==> config.mk <==
export PLATFORM = sky130hd
export DESIGN_NAME = sound_latch_flat
export DESIGN_NICKNAME = d
export VERILOG_FILES = /design/src/rtl/sound_latch_if.sv /design/src/rtl/sound_latch.sv /design/src/flat_wrapper.sv
export SDC_FILE = /design/constraint.sdc
export NUM_CORES = 1
export LEC_CHECK = 0
export ABC_AREA = 1
export BUFFER_PORTS_ARGS = -buffer_cell sky130_fd_sc_hd__buf_4
export CAP_MARGIN = 10
export CORE_MARGIN = 4
export CORE_UTILIZATION = 30
export CTS_CLUSTER_SIZE = 10
export DETAILED_ROUTE_END_ITERATION = 12
export GPL_TIMING_DRIVEN = 0
export SYNTH_ARGS = -nofsm -noshare
export SYNTH_HDL_FRONTEND = slang
export SYNTH_SLANG_ARGS = --single-unit
==> constraint.sdc <==
create_clock -name clk -period 2.16 [get_ports clk]
set_input_delay 0.432 -clock clk [delete_from_list [all_inputs] [get_ports clk]]
set_output_delay 0.432 -clock clk [all_outputs]
set_load 0.03 [all_outputs]
==> src/rtl/sound_latch_if.sv <==
// Command-latch bus: main-CPU write/status strobes, sound-CPU read/ack strobes, and latch status.
interface sound_latch_if;
  localparam int unsigned DATA_W = 8;
  localparam int unsigned LVL_W  = 3;

  logic              snd_wr;
  logic [DATA_W-1:0] main_din;
  logic              stat_rd;
  logic              snd_rd;
  logic              snd_ack;
  logic [DATA_W-1:0] snd_dout;
  logic              snd_irq_n;
  logic              pending;
  logic              overrun;
  logic [LVL_W-1:0]  level;
  logic              rd_seen;

  // Strobe driver side (main CPU decode plus sound CPU strobes)
  modport master (
    output snd_wr, main_din, stat_rd, snd_rd, snd_ack,
    input  snd_dout, snd_irq_n, pending, overrun, level, rd_seen
  );

  // Latch side
  modport slave (
    input  snd_wr, main_din, stat_rd, snd_rd, snd_ack,
    output snd_dout, snd_irq_n, pending, overrun, level, rd_seen
  );
endinterface

==> src/rtl/sound_latch.sv <==
// Sound command latch: captures main-CPU command bytes, interrupts the sound CPU
// and holds the byte until acknowledged.
// Build option: define SOUND_LATCH_FIFO_EN for a 4-deep command FIFO; otherwise
// a single overwrite latch is built.
module sound_latch (
  input  logic         clk,
  input  logic         reset_n,
  sound_latch_if.slave bus
);
  localparam int unsigned DATA_W = 8;
  localparam int unsigned LVL_W  = 3;

  logic wr_prev_q, rd_prev_q, ack_prev_q, stat_prev_q;
  logic wr_ev_c, rd_ev_c, ack_ev_c, stat_ev_c;

  logic [DATA_W-1:0] dout_q, dout_d;
  logic [LVL_W-1:0]  level_q, level_d;
  logic              pending_q, pending_d;
  logic              irq_n_q, irq_n_d;
  logic              overrun_q, overrun_d;
  logic              rd_seen_q, rd_seen_d;
  logic              overrun_set_c;

  // Strobe history; reset high so a strobe held across reset release is not an event
  always_ff @(posedge clk or negedge reset_n) begin
    if (!reset_n) begin
      wr_prev_q   <= 1'b1;
      rd_prev_q   <= 1'b1;
      ack_prev_q  <= 1'b1;
      stat_prev_q <= 1'b1;
    end else begin
      wr_prev_q   <= bus.snd_wr;
      rd_prev_q   <= bus.snd_rd;
      ack_prev_q  <= bus.snd_ack;
      stat_prev_q <= bus.stat_rd;
    end
  end

  // Rising-edge events
  always_comb begin
    wr_ev_c   = bus.snd_wr  & ~wr_prev_q;
    rd_ev_c   = bus.snd_rd  & ~rd_prev_q;
    ack_ev_c  = bus.snd_ack & ~ack_prev_q;
    stat_ev_c = bus.stat_rd & ~stat_prev_q;
  end

`ifdef SOUND_LATCH_FIFO_EN
  localparam int unsigned DEPTH = 4;
  localparam int unsigned PTR_W = 2;

  logic [DATA_W-1:0] mem_q [DEPTH];
  logic [PTR_W-1:0]  rd_ptr_q, rd_ptr_d;
  logic [PTR_W-1:0]  wr_ptr_q, wr_ptr_d;
  logic              pop_c, push_c, full_c, empty_c;

  // FIFO control: ack pops when not empty; a write on a full FIFO only lands if a pop frees a slot
  always_comb begin
    empty_c       = (level_q == '0);
    full_c        = (level_q == LVL_W'(DEPTH));
    pop_c         = ack_ev_c & ~empty_c;
    push_c        = wr_ev_c & (~full_c | pop_c);
    overrun_set_c = wr_ev_c & full_c & ~pop_c;
    rd_ptr_d      = pop_c  ? rd_ptr_q + PTR_W'(1) : rd_ptr_q;
    wr_ptr_d      = push_c ? wr_ptr_q + PTR_W'(1) : wr_ptr_q;
    level_d       = level_q;
    if (push_c && !pop_c) begin
      level_d = level_q + LVL_W'(1);
    end else if (pop_c && !push_c) begin
      level_d = level_q - LVL_W'(1);
    end
    // Head after update; the byte being pushed is the head if it lands at the new read slot
    if (level_d == '0) begin
      dout_d = dout_q;
    end else if (push_c && (rd_ptr_d == wr_ptr_q)) begin
      dout_d = bus.main_din;
    end else begin
      dout_d = mem_q[rd_ptr_d];
    end
  end

  // FIFO storage and pointers
  always_ff @(posedge clk or negedge reset_n) begin
    if (!reset_n) begin
      for (int i = 0; i < int'(DEPTH); i++) begin
        mem_q[i] <= '0;
      end
      rd_ptr_q <= '0;
      wr_ptr_q <= '0;
    end else begin
      if (push_c) begin
        mem_q[wr_ptr_q] <= bus.main_din;
      end
      rd_ptr_q <= rd_ptr_d;
      wr_ptr_q <= wr_ptr_d;
    end
  end
`else
  logic held_d;

  // Single latch: write overwrites; ack retires; write+ack retires old and holds new
  always_comb begin
    overrun_set_c = wr_ev_c & pending_q & ~ack_ev_c;
    held_d        = pending_q;
    if (ack_ev_c) begin
      held_d = 1'b0;
    end
    if (wr_ev_c) begin
      held_d = 1'b1;
    end
    dout_d  = wr_ev_c ? bus.main_din : dout_q;
    level_d = {2'b00, held_d};
  end
`endif

  // Status derived from the next entry count; overrun set beats status-read clear
  always_comb begin
    pending_d = (level_d != '0);
    irq_n_d   = ~pending_d;
    overrun_d = overrun_q;
    if (stat_ev_c) begin
      overrun_d = 1'b0;
    end
    if (overrun_set_c) begin
      overrun_d = 1'b1;
    end
    rd_seen_d = rd_seen_q;
    if (ack_ev_c) begin
      rd_seen_d = 1'b0;
    end else if (rd_ev_c && pending_q) begin
      rd_seen_d = 1'b1;
    end
  end

  // Output registers
  always_ff @(posedge clk or negedge reset_n) begin
    if (!reset_n) begin
      dout_q    <= '0;
      level_q   <= '0;
      pending_q <= 1'b0;
      irq_n_q   <= 1'b1;
      overrun_q <= 1'b0;
      rd_seen_q <= 1'b0;
    end else begin
      dout_q    <= dout_d;
      level_q   <= level_d;
      pending_q <= pending_d;
      irq_n_q   <= irq_n_d;
      overrun_q <= overrun_d;
      rd_seen_q <= rd_seen_d;
    end
  end

  assign bus.snd_dout  = dout_q;
  assign bus.level     = level_q;
  assign bus.pending   = pending_q;
  assign bus.snd_irq_n = irq_n_q;
  assign bus.overrun   = overrun_q;
  assign bus.rd_seen   = rd_seen_q;
endmodule

==> src/flat_wrapper.sv <==
// flat-port wrapper written by rule: the top's interface ports become plain ports
module sound_latch_flat 
  (clk, reset_n, bus_snd_wr, bus_main_din, bus_stat_rd, bus_snd_rd, bus_snd_ack, bus_snd_dout, bus_snd_irq_n, bus_pending, bus_overrun, bus_level, bus_rd_seen);
  sound_latch_if bus_i ();
  input  logic clk;
  input  logic reset_n;
  input wire logic [$bits(bus_i.snd_wr)-1:0] bus_snd_wr;
  input wire logic [$bits(bus_i.main_din)-1:0] bus_main_din;
  input wire logic [$bits(bus_i.stat_rd)-1:0] bus_stat_rd;
  input wire logic [$bits(bus_i.snd_rd)-1:0] bus_snd_rd;
  input wire logic [$bits(bus_i.snd_ack)-1:0] bus_snd_ack;
  output wire logic [$bits(bus_i.snd_dout)-1:0] bus_snd_dout;
  output wire logic [$bits(bus_i.snd_irq_n)-1:0] bus_snd_irq_n;
  output wire logic [$bits(bus_i.pending)-1:0] bus_pending;
  output wire logic [$bits(bus_i.overrun)-1:0] bus_overrun;
  output wire logic [$bits(bus_i.level)-1:0] bus_level;
  output wire logic [$bits(bus_i.rd_seen)-1:0] bus_rd_seen;
  assign bus_i.snd_wr = bus_snd_wr;
  assign bus_i.main_din = bus_main_din;
  assign bus_i.stat_rd = bus_stat_rd;
  assign bus_i.snd_rd = bus_snd_rd;
  assign bus_i.snd_ack = bus_snd_ack;
  assign bus_snd_dout = bus_i.snd_dout;
  assign bus_snd_irq_n = bus_i.snd_irq_n;
  assign bus_pending = bus_i.pending;
  assign bus_overrun = bus_i.overrun;
  assign bus_level = bus_i.level;
  assign bus_rd_seen = bus_i.rd_seen;
  sound_latch u_core (.clk(clk), .reset_n(reset_n), .bus(bus_i));
endmodule
# After elaboration in Yosys (flattened, before gate mapping)
# Cells that the tools add are included.
op_classes:
  n_reduce_logical: 3
  n_mux: 6
  bitwise_logic: 12
op_table:
  columns: ["op", "count"]
  rows:
  - ["$and 1x1->1", 6]
  - ["$mux 1", 6]
  - ["$not 1->1", 6]
  - ["$reduce_bool 2->1", 2]
  - ["$logic_and 1x1->1", 1]
totals:
  input_bits: 14
  out_inout_bits: 15
  reg_bits: 16

# Depth between registers and ports, before layout
# Gate-level depths: netlist (run 1).
logic_depth:
  word_depth: 5
  depth_mapped: 5

# Worst setup path before layout (run 1)
# No wires, ideal clock.
synth_timing:
  path_kind: "register to output"
  startpoint: "reg u_core.level_q[0] (netlist: u_core.bus.level[0])"
  endpoint: "out bus_level[0]"
  arrival_ps: 773
  n_path_buf: 1
  stages_incl_launch_ff: 2
  slack_ps: 955
  cell_sequence: "dfrtp_1 > buf_4"
synth_rtl:
  columns: ["element", "line_no", "rtl"]
  rows:
  - ["start, declared", "sound_latch.sv:17", "logic [LVL_W-1:0] level_q, level_d;"]
  - ["start signal, assigned", "sound_latch.sv:145", "level_q <= level_d;"]
  - ["end, declared", "flat_wrapper.sv:16", "output wire logic [$bits(bus_i.level)-1:0] bus_level;"]
# No word-level cell between the ends.

# Final worst setup path (run 1)
layout_timing:
  startpoint: "reg u_core.level_q[0] (netlist: u_core.bus.level[0])"
  endpoint: "out bus_level[0]"
# No word-level cell between the ends.

==> impl_metrics.py, run 1 <==
metrics = {
    "status": {
        "status": "completed",
    },
    "critical_path": {
        "crit_type": "reg -> out",
        "reg2reg_from": "u_core.wr_prev_q",
        "reg2reg_slack_ns": 1.18,
        "reg2reg_to": "u_core.bus.snd_dout[5]",
        "worstPathRequired_ns": 1.73,
        "cp_max_fo": 5,
        "cp-end-kind": "primary output",
        "reg2regPathDepth": 4,
        "critPathArrivalTime_ns": 1.03,
        "start_kind": "register",
        "endpoint": "bus_level[0]",
        "startpoint": "u_core.bus.level[0]",
    },
    "cts": {
        "cts_resized": 0,
        "clockRootBuffer": "clkbuf_4",
        "cts_num_sinks": 16,
        "clk_transition_reported_paths_ns": 0.10,
        "postCtsSetupRepairBufs": 0,
        "clk_latency_ns": 0.28,
        "cts_buffer_depth": 2,
        "cts_tree": "built",
        "numCtsBuffers": 3,
        "h-tree-depth": 1,
    },
    "finish": {
        "fillers": 200,
        "final_cells": 121,
        "layout_common_cells": "nand2_1, buf_4, dfrtp_1",
        "antenna_cells": 0,
        "num-nets-final": 109,
        "drive_gt1_share_pct": 47.9,
        "syn_to_final_growth_pct": 45.6,
    },
    "grt": {
        "grt_pass1_wl_um": 1970,
        "grt_start_max_net_pins": 17,
        "antenna_found_initial": 0,
        "grt_pass1_vias": 500,
        "overflow": 0,
        "grt_usage_pct": 9.61,
    },
    "sta": {
        "setup_violations": 0,
        "layout_min_cycle_time_ns": 1.46,
        "fin_crit_sh_pct": 67.7,
        "rsz0062_at_grt": "no",
        "hold_viol": 0,
        "tns_ns": 0,
        "fin_skew_ns": 0.00900,
        "max_freq_mhz": 684,
        "maxSlewViolCount": 0,
        "worst_slack_ns": 0.699,
    },
    "yosys": {
        "syn_area_per_cell_sq_um": 9.87,
        "synthMuxAreaShare_pct": 0,
        "syn_inst": 62,
        "yosysTopAreaCell": "dfrtp_1",
        "synth_top_family_by_area": "simple AND/OR/NAND/NOR gates",
        "ys_seq_elements": 16,
        "synthAdderAreaFrac_pct": 0,
        "synth_area_leaders": "dfrtp_1, dfstp_2, nand2_1",
        "synth_compound_area_share_pct": 0.818,
        "syn-cell-area_sq_um": 612,
        "ys_seq_area_share_pct": 66.5,
        "yosysTopAreaCellShare_pct": 45.0,
        "synthXorXnorAreaFrac_pct": 0,
        "yosysWarnings": 0,
        "ys_types": 13,
        "synth_simple_gate_area_share_pct": 24.7,
    },
    "floorplan": {
        "die_area_sq_mm": 0.00283,
        "rows": 16,
        "fp.coreArea_sq_mm": 0.00194,
        "start_util_pct": 31.5,
        "die_h_um": 53.2,
        "io_pins": 29,
        "fp.dieW_um": 53.2,
    },
    "power": {
        "power-per-cell-area_mw_per_mm2": 830,
        "p_leak_uw": 0.000493,
        "vdd_drop_max_mv": 0.423,
    },
    "place": {
        "dp_cells": 116,
        "dpl.hpwl_um": 901,
        "routabilityCongestion": 0.682,
        "port_buffers": 26,
        "preCtsSetupSlack_ns": 1.01,
    },
    "detailed_routing": {
        "drcViolationCount": 0,
        "detail-route-antenna-nets": 0,
        "first_pass_iters": 3,
        "via_per_inst": 3.98,
        "drtIter0Drc": 1,
        "wl_um": 1180,
        "route.vias.total": 481,
        "routedWlPerCell_um": 9.74,
    },
    "run": {
        "drv_cap": 0,
    },
    "worst_hold_path": {
        "hold_path_class": "in -> reg",
    },
}
-- per-stage QoR --
| step | area [sq um] | hold slack [ns] | utilization, % | total power (uW) |
|---|---|---|---|---|
| after detailed placement | 845 | 0.298 | 43.5 | 552 |
| final | 891 | 0.257 | 45.9 | 739 |
| after global placement | 845 | 0.301 | 43.5 | 549 |
| after floorplan | 616 | 0.136 | - | 466 |
| after CTS | 891 | 0.255 | 45.9 | 747 |
| after global routing | 891 | 0.236 | 45.9 | 782 |
-- worst min path at each step --
stage / start / endpoint / slack (ns) / cells after the start
after floorplan: reset_n / u_core.bus.level[0] / 0.14 / 0
after global placement: reset_n / u_core.bus.snd_dout[4] / 0.30 / 1
after detailed placement: reset_n / u_core.bus.snd_dout[1] / 0.30 / 1
after CTS: bus_snd_rd / u_core.rd_prev_q / 0.26 / 1
after global routing: bus_stat_rd / u_core.stat_prev_q / 0.24 / 1
final: bus_snd_rd / u_core.rd_prev_q / 0.26 / 1
-- Yosys cell counts (all sizes together) --
master,instances
nand2,31
dfrtp,11
inv,6
dfstp,5
buf,3
nand3,2
nor2,2
conb,1
o21ai,1
-- layer usage --
layer | GRT usage (%) | share of wire [%] | routed length, um | vias up
met5 | 0 | 0 | 0 | -
met4 | 5.11 | 0.85 | 10 | 0
met3 | 3.66 | 11 | 129 | 2
met2 | 15.7 | 46 | 542 | 20
met1 | 10.7 | 42 | 496 | 218
li1 | - | - | - | 241
-- flip-flops by register name, indices dropped and copies added, names as in the netlist --
| name | flops |
|---|---|
| u_core.bus.overrun | 1 |
| u_core.bus.rd_seen | 1 |
| u_core.ack_prev_q | 1 |
| u_core.bus.snd_irq_n | 1 |
| u_core.wr_prev_q | 1 |
| u_core.bus.level | 1 |
| u_core.stat_prev_q | 1 |
| u_core.rd_prev_q | 1 |
| u_core.bus.snd_dout | 8 |
-- timing repair --
item                                    CTS  global route
endpoints found under the hold margin    11             0
hold buffers                              1             0
endpoints found under the setup margin    0             0
-- cell families after synthesis --
group | count (synthesis)
buf+inv | 9
flops | 16
other cells | 1
compound gates | 1
simple gates | 35
-- area by class of cell --
type                    count  area, sq um  share of cell area [%]
inverters                   6         22.5                    2.53
repair buffers             27          205                    23.0
multi-input cells          38          164                    18.4
plain buffers               3         22.5                    2.53
clock buffers               4         36.3                    4.07
flip-flops and latches     16          407                    45.6
well taps                  27         33.8                    3.79
-- critical path, cell delays in order, from the launching register on --
cell and delay (ns):
dfrtp_1 0.44, buf_4 0.15, buf_4 0.15
-- where the power goes --
group / internal, uW / switching [uW] / total [uW] / leakage [uW]
registers: 336 / 18.8 / 355 / 0.000188
clock network: 102 / 92.5 / 195 / 0.0000210
logic: 74.7 / 114 / 189 / 0.000284
total: 514 / 226 / 739 / 0.000493
(Power assumes the default switching activity.)
==> run 2: changes to the inputs <==
--- a/config.mk
+++ b/config.mk
@@ -5,7 +5,7 @@
 export SDC_FILE = /design/constraint.sdc
 export NUM_CORES = 1
 export LEC_CHECK = 0
-export ABC_AREA = 1
+export ABC_AREA = 0
 export BUFFER_PORTS_ARGS = -buffer_cell sky130_fd_sc_hd__buf_4
 export CAP_MARGIN = 10
 export CORE_MARGIN = 4
==> constraint.sdc (replaced) <==
create_clock -name clk -period 1.5 [get_ports clk]
set_input_delay 0.3 -clock clk [delete_from_list [all_inputs] [get_ports clk]]
set_output_delay 0.3 -clock clk [all_outputs]
set_load 0.03 [all_outputs]
==> impl_metrics.py, run 2 <==
metrics = {
    "detailed_routing": {
        "drcViolationCount": 0,
        "routedWlPerCell_um": 10.9,
        "route.vias.total": 391,
        "first_pass_iters": 2,
        "wl_um": 1050,
        "detail-route-antenna-nets": 0,
        "via_per_inst": 4.07,
        "drtIter0Drc": 2,
    },
    "grt": {
        "grt_pass1_vias": 379,
        "antenna_found_initial": 0,
        "overflow": 0,
        "grt_pass1_wl_um": 1690,
        "grt_usage_pct": 8.10,
        "grt_start_max_net_pins": 17,
    },
    "critical_path": {
        "worstPathRequired_ns": 1.20,
        "crit_type": "reg -> out",
        "cp-end-kind": "primary output",
        "cp_max_fo": 6,
        "critPathArrivalTime_ns": 1.03,
        "start_kind": "register",
    },
    "sta": {
        "fin_skew_ns": 0.00124,
        "fin_crit_sh_pct": 88.5,
        "setup_violations": 0,
        "maxSlewViolCount": 0,
        "max_freq_mhz": 753,
        "hold_viol": 0,
        "rsz0062_at_grt": "no",
        "whs_ns": 0.131,
        "tns_ns": 0,
        "layout_min_cycle_time_ns": 1.33,
    },
    "place": {
        "port_buffers": 26,
        "dpl.hpwl_um": 814,
        "routabilityCongestion": 0.647,
    },
    "floorplan": {
        "start_util_pct": 32.1,
        "die_area_sq_mm": 0.00292,
        "fp.dieW_um": 54.0,
        "die_h_um": 54.0,
        "rows": 16,
        "fp.coreArea_sq_mm": 0.00198,
        "io_pins": 29,
    },
    "finish": {
        "antenna_cells": 0,
        "finish.utilization_pct": 46.1,
        "final_common_cell": "buf_4",
        "syn_to_final_growth_pct": 43.9,
        "fillers": 178,
        "drive_gt1_share_pct": 71.0,
        "largest_register_ff_count": 8,
        "layout_common_cells": "buf_4, dfrtp_1, mux2_4",
        "num-nets-final": 84,
    },
    "yosys": {
        "synth_area_leaders": "dfrtp_1, dfstp_2, mux2_4",
        "syn_inst": 37,
        "syn-cell-area_sq_um": 636,
        "ys_seq_area_share_pct": 64.0,
        "yosysWarnings": 0,
        "yosysTopAreaCell": "dfrtp_1",
        "async_flop_share_pct": 100,
        "ys_types": 14,
        "yosysTopAreaCellShare_pct": 43.3,
        "syn_area_per_cell_sq_um": 17.2,
        "ys_top_cells_by_count": "dfrtp_1, mux2_4, dfstp_2, buf_4, nand2b_1",
        "synth_flop_cell": "dfrtp_1",
        "ys_seq_elements": 16,
        "synth_edf_count": 0,
        "yosysMostFrequentCell": "dfrtp_1",
    },
    "power": {
        "power-per-cell-area_mw_per_mm2": 1210,
        "p_comb_share_pct": 28.2,
        "pwr-share-clk_pct": 25.0,
        "seq_power_share_pct": 46.8,
        "p_leak_uw": 0.000451,
        "total_power_uw": 1110,
        "p_int_uw": 788,
        "vdd_drop_max_mv": 0.655,
        "p_sw_share_pct": 28.8,
        "p_switching_uw": 319,
    },
    "cts": {
        "cts_num_sinks": 16,
        "clk_latency_ns": 0.27,
        "cts_tree": "built",
        "numCtsBuffers": 3,
        "cts_buffer_depth": 2,
        "clockRootBuffer": "clkbuf_4",
        "h-tree-depth": 1,
        "cts_resized": 0,
        "clk_transition_reported_paths_ns": 0.09,
        "postCtsSetupRepairBufs": 0,
    },
    "status": {
        "status": "completed",
    },
    "run": {
        "drv_cap": 0,
    },
    "worst_hold_path": {
        "hold_path_class": "in -> reg",
    },
}
## run 2: cell types whose count changed after synthesis, moves of 2 or more
cell / delta
nand2_1: -29
mux2_4: +7
inv_1: -3
inv_2: -3
nand2_2: -2
nand2b_1: +2
## run 2: final timing paths
kind	startpoint	to	slack (ns)	cells after the start
min in group asynchronous	reset_n	u_core.bus.snd_dout[5]	0.40	2
max reg2reg	u_core.wr_prev_q	u_core.bus.snd_dout[2]	0.37	3
min	bus_stat_rd	u_core.stat_prev_q	0.13	1
max	u_core.bus.level[0]	bus_level[0]	0.17	2
min reg2reg	u_core.bus.rd_seen	u_core.bus.rd_seen	0.50	1
max in group asynchronous	reset_n	u_core.rd_prev_q	0.86	2
## run 2: routing by layer
metal	track usage, %	vias to the layer above	routed length [um]
li1	-	186	-
met1	10.8	185	501
met2	12.1	20	436
met3	3.05	0	108
met4	2.49	0	0
met5	0	-	0
## run 2: critical path, cell delays in order, from the launching register on
cell and delay (ns):
dfrtp_1 0.44, buf_4 0.15, buf_4 0.15
## run 2: metrics by stage
stage	setup WS, ns	cell area [sq um]	instances
3_5_place_dp	0.368	868	91
6_report	0.172	915	96
2_1_floorplan	0.397	639	38
3_3_place_gp	0.373	868	91
5_1_grt	0.105	915	96
4_1_cts	0.156	915	96
## run 2: power by group through the flow
stage               registers [uW]  logic (uW)  clock network (uW)
floorplan                      617        97.2                   0
global placement               526         312                   0
detailed placement             526         315                   0
CTS                            519         317                 288
global route                   527         332                 310
finish                         518         312                 276
## run 2: repair_timing
action | in CTS | in global routing
endpoints found under the setup margin | 0 | 0
hold buffers | 1 | 0
hold endpoints to repair | 11 | 0
## run 2: final cells by class
cell class	count	area, sq um	area share (%)
multi-input combinational	18	190	20.8
buffer	4	42.5	4.65
tap	27	33.8	3.69
clock buffer	4	36.3	3.97
timing repair buffer	27	205	22.4
sequential	16	407	44.5
## run 2: logic make-up (layout without fill, tap and decap cells)
kind of cell / after synthesis / after routing / share of synthesized area (%)
multiplexers: 8 / 8 / 18.3
AO/OA/AOI/OAI: 4 / 4 / 4.92
flip-flops: 16 / 16 / 64.0
other: 1 / 2 / 0.590
buffers and inverters: 4 / 35 / 6.69
AND/OR/NAND/NOR: 4 / 4 / 5.51
